==> config.mk <==
export PLATFORM = sky130hd
export DESIGN_NAME = cache_arbiter
export DESIGN_NICKNAME = d
export VERILOG_FILES = /design/src/rtl/cache_arbiter.sv
export SDC_FILE = /design/constraint.sdc
export NUM_CORES = 1
export LEC_CHECK = 0
export ABC_AREA = 1
export CORE_AREA = 3 3 101 103
export CTS_CLUSTER_SIZE = 30
export DETAILED_ROUTE_END_ITERATION = 8
export DIE_AREA = 0 0 104 106
export HOLD_SLACK_MARGIN = 0.12
export SYNTH_ARGS = -nofsm -noshare
export SYNTH_HDL_FRONTEND = slang
export SYNTH_SLANG_ARGS = --single-unit
==> constraint.sdc <==
create_clock -name CLK -period 1.9 [get_ports CLK]
set_clock_uncertainty 0.05 [all_clocks]
set_input_delay 0.38 -clock CLK [delete_from_list [all_inputs] [get_ports CLK]]
set_output_delay 0.38 -clock CLK [all_outputs]
set_load 0.02 [all_outputs]
==> src/rtl/cache_arbiter.sv <==
// Arbitrates a single RAM port between icache fills and dcache reads/writes.
// Optional round-robin arbitration on simultaneous requests: define ARB_RR_EN.
module cache_arbiter #(
  parameter int WORD_W = 32
) (
  input  logic              CLK,
  input  logic              nRST,
  // icache side
  input  logic              iREN,
  input  logic [WORD_W-1:0] iaddr,
  output logic              iwait,
  output logic [WORD_W-1:0] iload,
  // dcache side
  input  logic              dREN,
  input  logic              dWEN,
  input  logic [WORD_W-1:0] daddr,
  input  logic [WORD_W-1:0] dstore,
  output logic              dwait,
  output logic [WORD_W-1:0] dload,
  // RAM side
  output logic              ramREN,
  output logic              ramWEN,
  output logic [WORD_W-1:0] ramaddr,
  output logic [WORD_W-1:0] ramstore,
  input  logic [WORD_W-1:0] ramload,
  input  logic [1:0]        ramstate
);

  typedef enum logic [1:0] {
    IDLE  = 2'd0,
    DSERV = 2'd1,
    ISERV = 2'd2
  } state_t;

  typedef enum logic [1:0] {
    RAM_FREE   = 2'b00,
    RAM_BUSY   = 2'b01,
    RAM_ACCESS = 2'b10,
    RAM_ERROR  = 2'b11
  } ram_state_t;

  state_t state, nextState;
  logic   dReq;
  logic   bothToI;

  assign dReq  = dREN | dWEN;
  assign iload = ramload;
  assign dload = ramload;

`ifdef ARB_RR_EN
  // High when the dcache completed the most recent transfer; reset favours dcache next.
  logic lastGrantD;

  always_ff @(posedge CLK or negedge nRST) begin
    if (!nRST) begin
      lastGrantD <= 1'b0;
    end else if (ram_state_t'(ramstate) == RAM_ACCESS) begin
      if (state == DSERV && dReq)
        lastGrantD <= 1'b1;
      else if (state == ISERV && iREN)
        lastGrantD <= 1'b0;
    end
  end

  assign bothToI = lastGrantD;
`else
  assign bothToI = 1'b0;
`endif

  // NOTE: sequential state uses non-blocking assignments so every register
  // samples pre-edge values regardless of process ordering.
  always_ff @(posedge CLK or negedge nRST) begin
    if (!nRST)
      state <= IDLE;
    else
      state <= nextState;
  end

  // NOTE: every output gets a default before the case so no path leaves a
  // signal unassigned, which would otherwise infer a latch.
  always_comb begin
    nextState = state;
    ramREN    = 1'b0;
    ramWEN    = 1'b0;
    ramaddr   = '0;
    ramstore  = '0;
    iwait     = 1'b1;
    dwait     = 1'b1;

    unique case (state)
      IDLE: begin
        if (dReq && iREN)
          nextState = bothToI ? ISERV : DSERV;
        else if (dReq)
          nextState = DSERV;
        else if (iREN)
          nextState = ISERV;
      end

      DSERV: begin
        if (!dReq) begin
          nextState = IDLE;
        end else begin
          ramaddr  = daddr;
          ramstore = dstore;
          ramWEN   = dWEN;
          ramREN   = dREN & ~dWEN;
          if (ram_state_t'(ramstate) == RAM_ACCESS) begin
            dwait     = 1'b0;
            nextState = IDLE;
          end else if (ram_state_t'(ramstate) == RAM_ERROR) begin
            nextState = IDLE;
          end
        end
      end

      ISERV: begin
        if (!iREN) begin
          nextState = IDLE;
        end else begin
          ramaddr = iaddr;
          ramREN  = 1'b1;
          if (ram_state_t'(ramstate) == RAM_ACCESS) begin
            iwait     = 1'b0;
            nextState = IDLE;
          end else if (ram_state_t'(ramstate) == RAM_ERROR) begin
            nextState = IDLE;
          end
        end
      end

      default: nextState = IDLE;
    endcase
  end

endmodule

---- After elaboration in Yosys (flattened, before gate mapping) ----
Index checks and enable logic that the tools add are counted.
W data, S select, Z words.
word-level totals
  input port bits ......................... 135
  output and inout bits ................... 132
  register bits ........................... 2
cells by class
  equality and inequality tests ........... 5
  bitwise operators ....................... 3
  multiplexer cells ....................... 23
  reduce and logical (&&, ||, !) cells .... 2
operators with widths
  operator              number
  $mux W32              4
  $pmux W32 S2          1
  $mux W2               7
  $mux W1               9
  $eq A2 B2 Y1 const B  3
  $pmux W2 S3           1
  $ne A4 B4 Y1 const B  1
  $eq A2 B1 Y1 const B  1
  $logic_not A2 Y1      1
  $pmux W1 S2           1
  $and A1 B1 Y1         1
  $logic_and A1 B1 Y1   1
  $not A1 Y1            1
  $or A1 B1 Y1          1

---- Depth between registers and ports, before layout ----
Gate-level depths: netlist of the first run.
  word-level depth ........................ 5
  mapped depth ............................ 7
  depth with buffers taken out ............ 7

---- Worst setup path before layout of the first run ----
No wires, ideal clock.
  path kind ............................... reg2out
  start point ............................. register state[1]
  end point ............................... output ramaddr[0]
  arrival time ............................ 1510 ps
  required time ........................... 1470 ps
  path slack .............................. -40 ps
  path buffers ............................ 1
  cell stages (with the launch flop) ...... 8
  cell sequence ........................... dfrtp_1 -> inv_1 -> ha_1 -> inv_2 -> nor2_4 -> buf_6 -> nand2_1 -> a21oi_1
between the ends
  word-level cells in the longest chain between the ends .. 2
  elaborated cells on any way between the ends .. 3
  those cells by class .................... eq/ne (2); mux (1)
ends and longest elaborated chain
  item                                                 RTL line  text
  from (decl)                                          42        state_t state, nextState;
  from (signal assigned)                               76        state <= nextState;
  $eq A2 B2 Y1 / $eq A2 B1 Y1 (equally long branches)  90        unique case (state)
  $pmux W32 S2 *                                       90
  to (decl)                                            23        output logic [WORD_W-1:0] ramaddr,
Mark *: on every way between the ends. The rest lies on a longest branch, timed or not.

---- Worst setup path in the final report of the first run ----
  start point ............................. register state[1]
  end point ............................... output ramaddr[22]
Same word-level chain as after synthesis.

==> results of run 1 <==
-- power by group through the flow --
stage / combinational, mW / clock (mW) / sequential, mW
CTS: 3.46 / 0.170 / 0.0882
finish: 3.69 / 0.168 / 0.0877
detailed placement: 2.65 / 0 / 0.0755
floorplan: 1.55 / 0 / 0.0771
global placement: 2.63 / 0 / 0.0769
global route: 3.94 / 0.181 / 0.0911
-- worst max-delay path: stages, from the launching register on --
cell	delay, ns
sky130_fd_sc_hd__dfrtp_1	0.40
sky130_fd_sc_hd__inv_2	0.09
sky130_fd_sc_hd__ha_4	0.14
sky130_fd_sc_hd__inv_4	0.04
sky130_fd_sc_hd__nor2_4	0.12
sky130_fd_sc_hd__buf_6	0.13
sky130_fd_sc_hd__buf_12	0.11
sky130_fd_sc_hd__buf_12	0.12
sky130_fd_sc_hd__nand2_2	0.05
sky130_fd_sc_hd__a21oi_2	0.11
sky130_fd_sc_hd__buf_4	0.15
-- placed cells by master (no fill, tap or decap) --
cell type / Yosys / final
sky130_fd_sc_hd__buf_2: 6 / 13
sky130_fd_sc_hd__dlygate4sd2_1: 0 / 4
sky130_fd_sc_hd__a21oi_2: 9 / 28
sky130_fd_sc_hd__dfrtp_1: 2 / 1
sky130_fd_sc_hd__dfrtp_2: 0 / 1
sky130_fd_sc_hd__clkinv_8: 0 / 1
sky130_fd_sc_hd__a21oi_4: 0 / 5
sky130_fd_sc_hd__nand2_4: 0 / 28
sky130_fd_sc_hd__nor2_2: 0 / 1
sky130_fd_sc_hd__clkdlybuf4s15_2: 0 / 18
sky130_fd_sc_hd__nand4_1: 2 / 2
sky130_fd_sc_hd__nor2_4: 1 / 1
sky130_fd_sc_hd__inv_1: 11 / 7
sky130_fd_sc_hd__nand3_1: 5 / 5
sky130_fd_sc_hd__ha_1: 4 / 1
sky130_fd_sc_hd__clkbuf_16: 0 / 2
sky130_fd_sc_hd__buf_6: 3 / 35
sky130_fd_sc_hd__inv_2: 1 / 2
sky130_fd_sc_hd__clkbuf_8: 0 / 3
sky130_fd_sc_hd__buf_16: 0 / 6
sky130_fd_sc_hd__inv_4: 0 / 2
sky130_fd_sc_hd__buf_4: 64 / 29
sky130_fd_sc_hd__clkdlybuf4s50_1: 0 / 99
sky130_fd_sc_hd__ha_4: 0 / 3
sky130_fd_sc_hd__nand2_1: 101 / 62
sky130_fd_sc_hd__buf_12: 0 / 9
sky130_fd_sc_hd__nand2_2: 9 / 20
sky130_fd_sc_hd__nor2_1: 36 / 35
sky130_fd_sc_hd__nand3b_1: 1 / 1
-- routing by layer --
metal	routed length (um)	track usage [%]	up-vias
met5	0	0	-
met4	91	2.94	0
met3	591	2.85	19
met2	4220	22.7	85
met1	3020	15.3	1003
li1	-	-	1092
-- final timing paths --
check	from	end	slack, ns	depth (start not counted)
worst max register to register	state[1]	state[0]	0.62	7
worst min register to register	state[0]	state[0]	0.64	3
min in group CLK	state[0]	state[0]	0.64	3
worst max-delay path	state[1]	ramaddr[22]	-0.22	10
worst min-delay path	nRST	state[0]	0.28	1
max in group asynchronous	nRST	state[0]	1.38	1
-- metrics by stage --
| step | utilization, % | hold WS (ns) | std cells | power, mW |
|---|---|---|---|---|
| 3_5_place_dp | 33.7 | 0.505 | 526 | 2.72 |
| 5_1_grt | 42.0 | 0.295 | 553 | 4.21 |
| 3_3_place_gp | 33.7 | 0.502 | 526 | 2.71 |
| 2_1_floorplan | - | 0.0344 | 285 | 1.63 |
| 4_1_cts | 38.5 | 0.285 | 549 | 3.72 |
| 6_report | 42.0 | 0.284 | 553 | 3.94 |
-- kinds of logic (layout without fill, tap and decap cells) --
logic type,count (synthesis),after routing,synth area share (%)
buf+inv,91,230,39.8
flops,2,2,3.25
fa+ha+maj,4,4,3.25
simple gates,155,155,40.8
compound gates,33,33,12.9
-- area by class of cell --
type | instances | area, um2 | share of cell area (%)
Clock buffer | 3 | 41.3 | 1.06
Tap cell | 129 | 161 | 4.14
Multi-Input combinational cell | 192 | 1280 | 32.9
Inverter | 12 | 62.6 | 1.60
Timing Repair Buffer | 215 | 2300 | 59.0
Sequential cell | 2 | 51.3 | 1.32
-- timing repair --
item | CTS | global route
setup endpoints to repair | 68 | 67
gates resized for setup | 353 | 76
cloned | 8 | 2
pin swaps | 8 | 26
setup buffers | 13 | 6
hold buffers | 0 | 0
==> results.txt, run 1 <==
----------------------------------------------------
[Finish]
  Max FFs per register ... 2
  Final-layout fill cell count ... 959
  Net count, final ... 565
  Share of final-layout standard cells stronger than drive strength 1 ... 48.8%
  N_diodes ... 0
  Reg with most FFs ... state
  Area delta synth->final ... 154%
  Non-Filler Cell Area, Final ... 0.00390 mm2
  Largest registers ranked by flip-flop count ... state (2)

[Power]
  Maximum resistive drop on vdd ... 0.501 mV
  Internal cell power ... 2.00 mW
  Reg power frac ... 2.2%
  Clock share of power ... 4.3%
  Logic pwr share ... 93.5%
  Power density of the placed cells ... 1010 mW/mm2
  Leakage ... 1.75 nW
  Switch Pwr ... 1.94 mW
  Switching power share of the total ... 49.2%

[Clocking]
  Source-to-sink clock delay at the later pin of the worst-skew pair ... 0.21 ns
  Clk slew on worst S/H paths ... 0.03 ns
  Clock tree from TritonCTS ... built
  CTS buffer count ... 3
  Maximum buffer depth of the clock tree ... 2
  Clock root buffer master ... sky130_fd_sc_hd__clkbuf_8
  Clock sink count ... 2
  H-tree level count ... 1

[GRT]
  Vias in the first global route ... 2231
  Total global-route track usage ... 12.7%
  Antenna violations before repair ... 0
  Pin count of the biggest net entering global routing ... 33
  Sum of overflow across all layers after global routing ... 0
  First-pass GRT wire length ... 11600 um

[Timing]
  Unrepaired setup endpoints after global routing ... yes
  Pin slew with the least headroom to its limit ... 0.321 ns
  Fin. max-slew vios ... 0
  Relative max-transition margin ... 78.6%
  # setup viols final ... 54
  Accumulated negative setup slack ... -7.30 ns
  Highest achievable clock rate ... 473 MHz
  Minimum clock period ... 2.12 ns
  Final Hold Violating Endpoints ... 0
  Share of the cycle needed by the critical path after routing ... 111%
  Final Worst Setup Slack ... -0.216 ns

[Route]
  Post-route ant nets ... 0
  Total iterations of the first detailed-routing run ... 4
  Total length of routed wires ... 7930 um
  Via count of the routed design ... 2199
  Routed WL per cell ... 14.3 um
  DRC violation count after routing ... 0
  Via-per-instance ratio ... 3.98
  Count of routing violations after the opening detailed-route iteration ... 80

[Critical path]
  Kind of critical path ... reg2out
  Endpoint class of the critical path ... output pin
  Data arrival time at the worst-slack endpoint ... 1.69 ns
  Biggest fanout along the worst timing path ... 5
  Endpoint required time on the critical path ... 1.47 ns
  Setup crit start kind ... register

[Yosys]
  Largest area contributor in the netlist ... sky130_fd_sc_hd__buf_4
  Synth cell types ... 18
  Post-synthesis area per instance ... 5.40 um2
  Count of flip-flops with a built-in enable after synthesis ... 0
  Most instantiated library cell after synthesis ... sky130_fd_sc_hd__nand2_1
  Post-Synthesis Cells ... 285
  Share of the yosys chip area belonging to registers ... 3.25%
  Top cells by area in the synthesized netlist ... sky130_fd_sc_hd__buf_4, sky130_fd_sc_hd__nand2_1, sky130_fd_sc_hd__nor2_1, sky130_fd_sc_hd__a21oi_1, sky130_fd_sc_hd__a21oi_2
  Syn Std Cell Area ... 0.00154 mm2
  Flip-flop and latch count after synthesis ... 2
  Post-synth top cells ... sky130_fd_sc_hd__nand2_1, sky130_fd_sc_hd__buf_4, sky130_fd_sc_hd__nor2_1
  Synthesized Nets ... 424
  Area fraction of the dominant cell type after synthesis ... 31.2%
  Total of warnings raised by yosys ... 0
  Top FF cell, synth ... sky130_fd_sc_hd__dfrtp_1
  Fraction of synthesis flops using an asynchronous set or reset pin ... 100%

[Die]
  Area enclosed by the die boundary ... 0.0110 mm2
  Core Footprint ... 0.00928 mm2
  Horizontal extent of the die ... 104 um
  Ports ... 267
  Initial cell density of the core ... 16.6%
  Number of standard-cell rows in the floorplan ... 35
  DIE HEIGHT ... 106 um

[Placement]
  DP Wirelength ... 5270 um
  Placed cell areas ... 0.00313 mm2
  Last weighted congestion value of the routability-driven placer ... 0.785
  Pre-CTS setup slack ... -0.668 ns
  Number of I/O port buffers ... 170

[Hold path]
  Kind of path behind the tightest hold check ... in2async

[Run]
  Number of max-cap violations ... 0

[Outcome]
  Result of the run ... finished, violations left
  Violations in the final reports ... negative setup slack

----------------------------------------------------
Power figures use the tool's default switching activity.
==> run 2, diff against run 1 <==
--- a/config.mk
+++ b/config.mk
@@ -6,10 +6,11 @@
 export NUM_CORES = 1
 export LEC_CHECK = 0
 export ABC_AREA = 1
-export CORE_AREA = 3 3 101 103
+export CORE_AREA = 3 3 102 104
 export CTS_CLUSTER_SIZE = 30
 export DETAILED_ROUTE_END_ITERATION = 8
-export DIE_AREA = 0 0 104 106
+export DIE_AREA = 0 0 105 107
+export DONT_BUFFER_PORTS = 1
 export HOLD_SLACK_MARGIN = 0.12
 export SYNTH_ARGS = -nofsm -noshare
 export SYNTH_HDL_FRONTEND = slang
==> results.txt, run 2 (synthesis results as in run 1) <==
----------------------------------------------------
[Placement]
  Inst Count DP ... 394
  Last weighted congestion value of the routability-driven placer ... 0.721
  Number of I/O port buffers ... 0
  DP Wirelength ... 4260 um

[Finish]
  Final cell count without fillers ... 436
  Final-layout fill cell count ... 1018
  Share of final-layout standard cells stronger than drive strength 1 ... 68.6%
  Largest registers ranked by flip-flop count ... state (2)
  Area delta synth->final ... 94.8%
  N_diodes ... 0
  Most used cells in the layout excluding fill and tap cells ... sky130_fd_sc_hd__buf_4, sky130_fd_sc_hd__nand2_1, sky130_fd_sc_hd__nand2_4
  Max FFs per register ... 2
  Most common cell after layout, fill and taps aside ... sky130_fd_sc_hd__buf_4
  Layout Utilization ... 31.1%
  Reg with most FFs ... state
  Net count, final ... 444

[Critical path]
  Cell type of the slowest stage on the worst timing path ... sky130_fd_sc_hd__dfrtp_1
  R2R depth ... 8
  Biggest fanout along the worst timing path ... 6
  Kind of critical path ... reg2out
  Endpoint required time on the critical path ... 1.47 ns
  Setup crit start kind ... register
  Data arrival time at the worst-slack endpoint ... 1.64 ns
  Crit-path cells ... inv_2, buf_4, ha_4, inv_6, clkbuf_16, buf_12, a21oi_4
  Endpoint class of the critical path ... output pin
  Largest stage delay, worst path ... 0.38 ns

[Die]
  Number of standard-cell rows in the floorplan ... 36
  Ports ... 267
  Core Footprint ... 0.00964 mm2
  Initial cell density of the core ... 16.0%
  Horizontal extent of the die ... 105 um
  Area enclosed by the die boundary ... 0.0112 mm2
  DIE HEIGHT ... 107 um

[Power]
  Leakage ... 1.38 nW
  Power density of the placed cells ... 1430 mW/mm2
  Final Power ... 4.28 mW
  Maximum resistive drop on vdd ... 0.950 mV

[Timing]
  Minimum clock period ... 2.07 ns
  Unrepaired setup endpoints after global routing ... yes
  Worst hold slack after final layout ... 0.377 ns
  Final Hold Violating Endpoints ... 0
  Share of the cycle needed by the critical path after routing ... 109%
  Fin. max-slew vios ... 0
  Pin slew with the least headroom to its limit ... 0.284 ns
  Final Worst Setup Slack ... -0.168 ns
  # setup viols final ... 57
  Highest achievable clock rate ... 484 MHz
  Relative max-transition margin ... 81.0%

[GRT]
  Vias in the first global route ... 1700
  First-pass GRT wire length ... 9130 um
  Sum of overflow across all layers after global routing ... 0
  Pin count of the biggest net entering global routing ... 36
  Total global-route track usage ... 10.3%
  Antenna violations before repair ... 0

[Run]
  Number of max-cap violations ... 0

[Route]
  Total iterations of the first detailed-routing run ... 5
  Routed WL per cell ... 16.8 um
  Via count of the routed design ... 1799
  Via-per-instance ratio ... 4.13
  Count of routing violations after the opening detailed-route iteration ... 95
  Total length of routed wires ... 7340 um
  DRC violation count after routing ... 0
  Post-route ant nets ... 0

[Clocking]
  Clock tree from TritonCTS ... built
  Maximum buffer depth of the clock tree ... 2
  CTS buffer count ... 3
  Clk slew on worst S/H paths ... 0.03 ns
  Clock root buffer master ... sky130_fd_sc_hd__clkbuf_8
  Source-to-sink clock delay at the later pin of the worst-skew pair ... 0.21 ns
  H-tree level count ... 1
  Clock sink count ... 2

[Outcome]
  Result of the run ... finished, violations left
  Violations in the final reports ... negative setup slack

[Hold path]
  Kind of path behind the tightest hold check ... in2async

----------------------------------------------------
run 2: cell count changes in the layout (fill, tap and decap cells not counted), sizes merged:
cell	delta
bufbuf	+1
dlygate4sd2	-4
clkinv	-1
inv	+1
dlygate4sd3	+1
clkdlybuf4s15	-18
buf	-4
clkbuf	+2
clkdlybuf4s50	-99
run 2: layer usage:
metal | vias up | GRT usage (%) | share of wire [%]
met5 | - | 0 | 0
met4 | 0 | 3.47 | 1.5
met3 | 17 | 3.43 | 7.7
met2 | 99 | 17.0 | 55
met1 | 833 | 12.6 | 36
li1 | 850 | - | -
run 2: through the flow:
stage | setup TNS (ns) | setup WS, ns | cell area, um2
6_report | -4.06 | -0.168 | 3000
5_1_grt | -7.45 | -0.204 | 3000
4_1_cts | -3.40 | -0.133 | 2320
3_5_place_dp | 0 | 0.0224 | 1700
3_3_place_gp | 0 | 0.0221 | 1700
2_1_floorplan | -0.0345 | -0.0345 | 1610
run 2: what timing repair did:
item,4_1_cts,5_1_grt
setup buffers,10,20
endpoints found under the hold margin,2,0
cloned,6,4
resized for setup,72,97
pin swaps,7,29
endpoints found under the setup margin,67,67
hold buffers,1,0
run 2: worst max-delay path: cells and delay by family (launching register included):
family	cells	cell delay [ns]
DFF	1	0.38
AOI/OAI and AO/OA	1	0.19
adders and majority gates	1	0.29
buffers and inverters	5	0.57
run 2: final timing paths:
kind                                  start           to  slack [ns]
worst max-delay path               state[0]  ramaddr[23]       -0.17
worst min-delay path                   nRST     state[1]        0.38
worst max register to register     state[0]     state[0]        0.52
worst min register to register     state[1]     state[1]        0.69
max in group asynchronous              nRST     state[0]        1.27
min in group CLK                ramstate[1]     state[1]        0.40
run 2: report_power, final:
part	internal, mW	leakage (nW)	switching (mW)
Clock	0.134	0.0216	0.0346
Sequential	0.0597	0.0255	0.0173
Combinational	1.93	1.33	2.10
Total	2.13	1.38	2.16
run 2: cell type report:
| type | instances | area, um2 | area share [%] |
|---|---|---|---|
| flip-flops and latches | 2 | 50.0 | 1.67 |
| repair buffers | 94 | 1120 | 37.4 |
| multi-input cells | 192 | 1560 | 52.2 |
| clock buffers | 3 | 41.3 | 1.38 |
| inverters | 12 | 55.1 | 1.84 |
| well taps | 133 | 166 | 5.56 |
==> run 3, diff against run 2 <==
--- a/config.mk
+++ b/config.mk
@@ -11,6 +11,7 @@
 export DETAILED_ROUTE_END_ITERATION = 8
 export DIE_AREA = 0 0 105 107
 export DONT_BUFFER_PORTS = 1
+export GPL_TIMING_DRIVEN = 0
 export HOLD_SLACK_MARGIN = 0.12
 export SYNTH_ARGS = -nofsm -noshare
 export SYNTH_HDL_FRONTEND = slang
==> results.txt, run 3 (synthesis results as in run 1) <==
----------------------------------------------------
[Critical path]
  Kind of critical path ... reg2out
  Number of logic stages on the critical path including buffering ... 8
  R2R depth ... 7
  Largest stage delay, worst path ... 0.41 ns
  Largest delay share family, worst path ... flip-flops
  Flop2flop setup slack ... 0.56 ns
  Endpoint class of the critical path ... output pin
  Endpoint required time on the critical path ... 1.47 ns
  Crit-path cells ... inv_2, ha_4, inv_6, nor2_4, buf_12, buf_8, nand2_2, a21oi_4
  Cell type of the slowest stage on the worst timing path ... sky130_fd_sc_hd__dfrtp_2
  Sum of buffers and inverters on the critical path ... 4
  Setup crit start kind ... register
  Data arrival time at the worst-slack endpoint ... 1.58 ns
  Biggest fanout along the worst timing path ... 7

[Placement]
  Number of I/O port buffers ... 0
  Placed cell areas ... 0.00178 mm2
  DP Wirelength ... 5190 um
  Last weighted congestion value of the routability-driven placer ... 0.760

[Finish]
  Multi-input combinational cell area ... 0.00159 mm2
  Share of final-layout standard cells stronger than drive strength 1 ... 76.0%
  Net count, final ... 449
  Final-layout fill cell count ... 1044
  Layout Utilization ... 29.3%
  Area delta synth->final ... 83.7%
  Area occupied by registers ... 52.6 um2
  Most used cells in the layout excluding fill and tap cells ... sky130_fd_sc_hd__buf_4, sky130_fd_sc_hd__nand2_1, sky130_fd_sc_hd__nand2_2
  Reg with most FFs ... state
  Largest registers ranked by flip-flop count ... state (2)
  Non-Filler Cell Area, Final ... 0.00283 mm2
  N_diodes ... 0
  Most common cell after layout, fill and taps aside ... sky130_fd_sc_hd__buf_4
  Max FFs per register ... 2

[Clocking]
  Clock root buffer master ... sky130_fd_sc_hd__clkbuf_8
  Source-to-sink clock delay at the later pin of the worst-skew pair ... 0.21 ns
  CTS buffer count ... 3
  Clock tree from TritonCTS ... built
  Clk slew on worst S/H paths ... 0.03 ns
  Maximum buffer depth of the clock tree ... 2
  Clock sink count ... 2
  H-tree level count ... 1

[GRT]
  Vias in the first global route ... 1863
  Antenna violations before repair ... 0
  Pin count of the biggest net entering global routing ... 11
  Sum of overflow across all layers after global routing ... 0
  Total global-route track usage ... 10.7%
  First-pass GRT wire length ... 9730 um

[Timing]
  Worst hold slack after final layout ... 0.364 ns
  Fin. max-slew vios ... 0
  Final Worst Setup Slack ... -0.112 ns
  Minimum clock period ... 2.01 ns
  Share of the cycle needed by the critical path after routing ... 106%
  Final Hold Violating Endpoints ... 0
  Unrepaired setup endpoints after global routing ... yes
  Relative max-transition margin ... 70.0%
  Highest achievable clock rate ... 497 MHz
  # setup viols final ... 34
  Pin slew with the least headroom to its limit ... 0.448 ns

[Route]
  Total length of routed wires ... 7080 um
  DRC violation count after routing ... 0
  Routed WL per cell ... 16.1 um
  Via count of the routed design ... 1839
  Count of routing violations after the opening detailed-route iteration ... 47
  Total iterations of the first detailed-routing run ... 4
  Post-route ant nets ... 0
  Via-per-instance ratio ... 4.17

[Outcome]
  Violations in the final reports ... negative setup slack
  Result of the run ... finished, violations left

[Die]
  Horizontal extent of the die ... 105 um
  Core Footprint ... 0.00964 mm2
  DIE HEIGHT ... 107 um
  Initial cell density of the core ... 16.0%
  Ports ... 267
  Area enclosed by the die boundary ... 0.0112 mm2
  Number of standard-cell rows in the floorplan ... 36

[Power]
  Internal cell power ... 1.48 mW
  Power density of the placed cells ... 1290 mW/mm2
  Clock share of power ... 4.6%
  Final Power ... 3.64 mW
  Switch Pwr ... 2.15 mW
  Maximum resistive drop on vdd ... 0.561 mV
  Reg power frac ... 2.6%
  Leakage ... 1.11 nW
  Switching power share of the total ... 59.2%
  Logic pwr share ... 92.7%

[Hold path]
  Kind of path behind the tightest hold check ... in2async

[Run]
  Number of max-cap violations ... 0

----------------------------------------------------
## run 3: cell count changes in the layout (fill, tap and decap cells not counted), moves of 9 or more
| cell | before | now |
|---|---|---|
| sky130_fd_sc_hd__buf_12 | 15 | 3 |
| sky130_fd_sc_hd__buf_4 | 56 | 76 |
| sky130_fd_sc_hd__buf_6 | 13 | 4 |
| sky130_fd_sc_hd__nand2_2 | 24 | 46 |
| sky130_fd_sc_hd__nand2_4 | 37 | 11 |
| sky130_fd_sc_hd__nor2_1 | 26 | 6 |
| sky130_fd_sc_hd__nor2_2 | 9 | 19 |
| sky130_fd_sc_hd__nor2_4 | 2 | 12 |
## run 3: cell type report
class,count,area share (%)
tap,133,5.89
buffer,79,23.6
timing repair buffer,20,8.33
inverter,12,2.57
multi-input combinational,192,56.2
clock buffer,3,1.46
sequential,2,1.86
## run 3: power groups by stage
stage	Sequential, mW	Combinational [mW]	Clock (mW)
after global routing	0.0983	3.58	0.184
final	0.0963	3.37	0.168
after floorplan	0.0771	1.55	0
after detailed placement	0.0838	1.83	0
after global placement	0.0822	1.79	0
after CTS	0.0881	3.13	0.177
## run 3: per-layer routing
layer,global-route usage [%],routed length (um),vias to the layer above
li1,-,-,863
met1,12.2,2440,842
met2,20.5,3960,132
met3,2.29,671,2
met4,1.87,12,0
met5,0,0,-
## run 3: worst paths after layout
check,startpoint,end
min in group CLK,iREN,state[0]
max in group asynchronous,nRST,state[1]
max,state[1],ramaddr[25]
min reg2reg,state[0],state[0]
min,nRST,state[0]
max reg2reg,state[1],state[1]
## run 3: worst reg2reg max path: cells and delay by family (launching register included)
| kind | cells | cell delay (ns) |
|---|---|---|
| buf+inv | 2 | 0.27 |
| fa+ha+maj | 1 | 0.17 |
| simple gates | 4 | 0.31 |
| flops | 1 | 0.41 |
## run 3: per-stage QoR
stage               worst slack (ns)  setup TNS, ns  instances
finish                        -0.112          -2.82        441
global route                  -0.168          -5.00        441
CTS                           -0.125          -3.80        438
detailed placement            -0.393         -11.26        418
global placement              -0.343         -10.06        418
floorplan                    -0.0345        -0.0345        285
## run 3: timing repair
| action | in CTS | in global routing |
|---|---|---|
| buffers inserted | 10 | 3 |
| hold buffers | 1 | 0 |
| endpoints found under the hold margin | 2 | 0 |
| gates cloned | 6 | 0 |
| pin swaps | 27 | 28 |
| setup endpoints to repair | 67 | 65 |
| gates resized for setup | 129 | 77 |
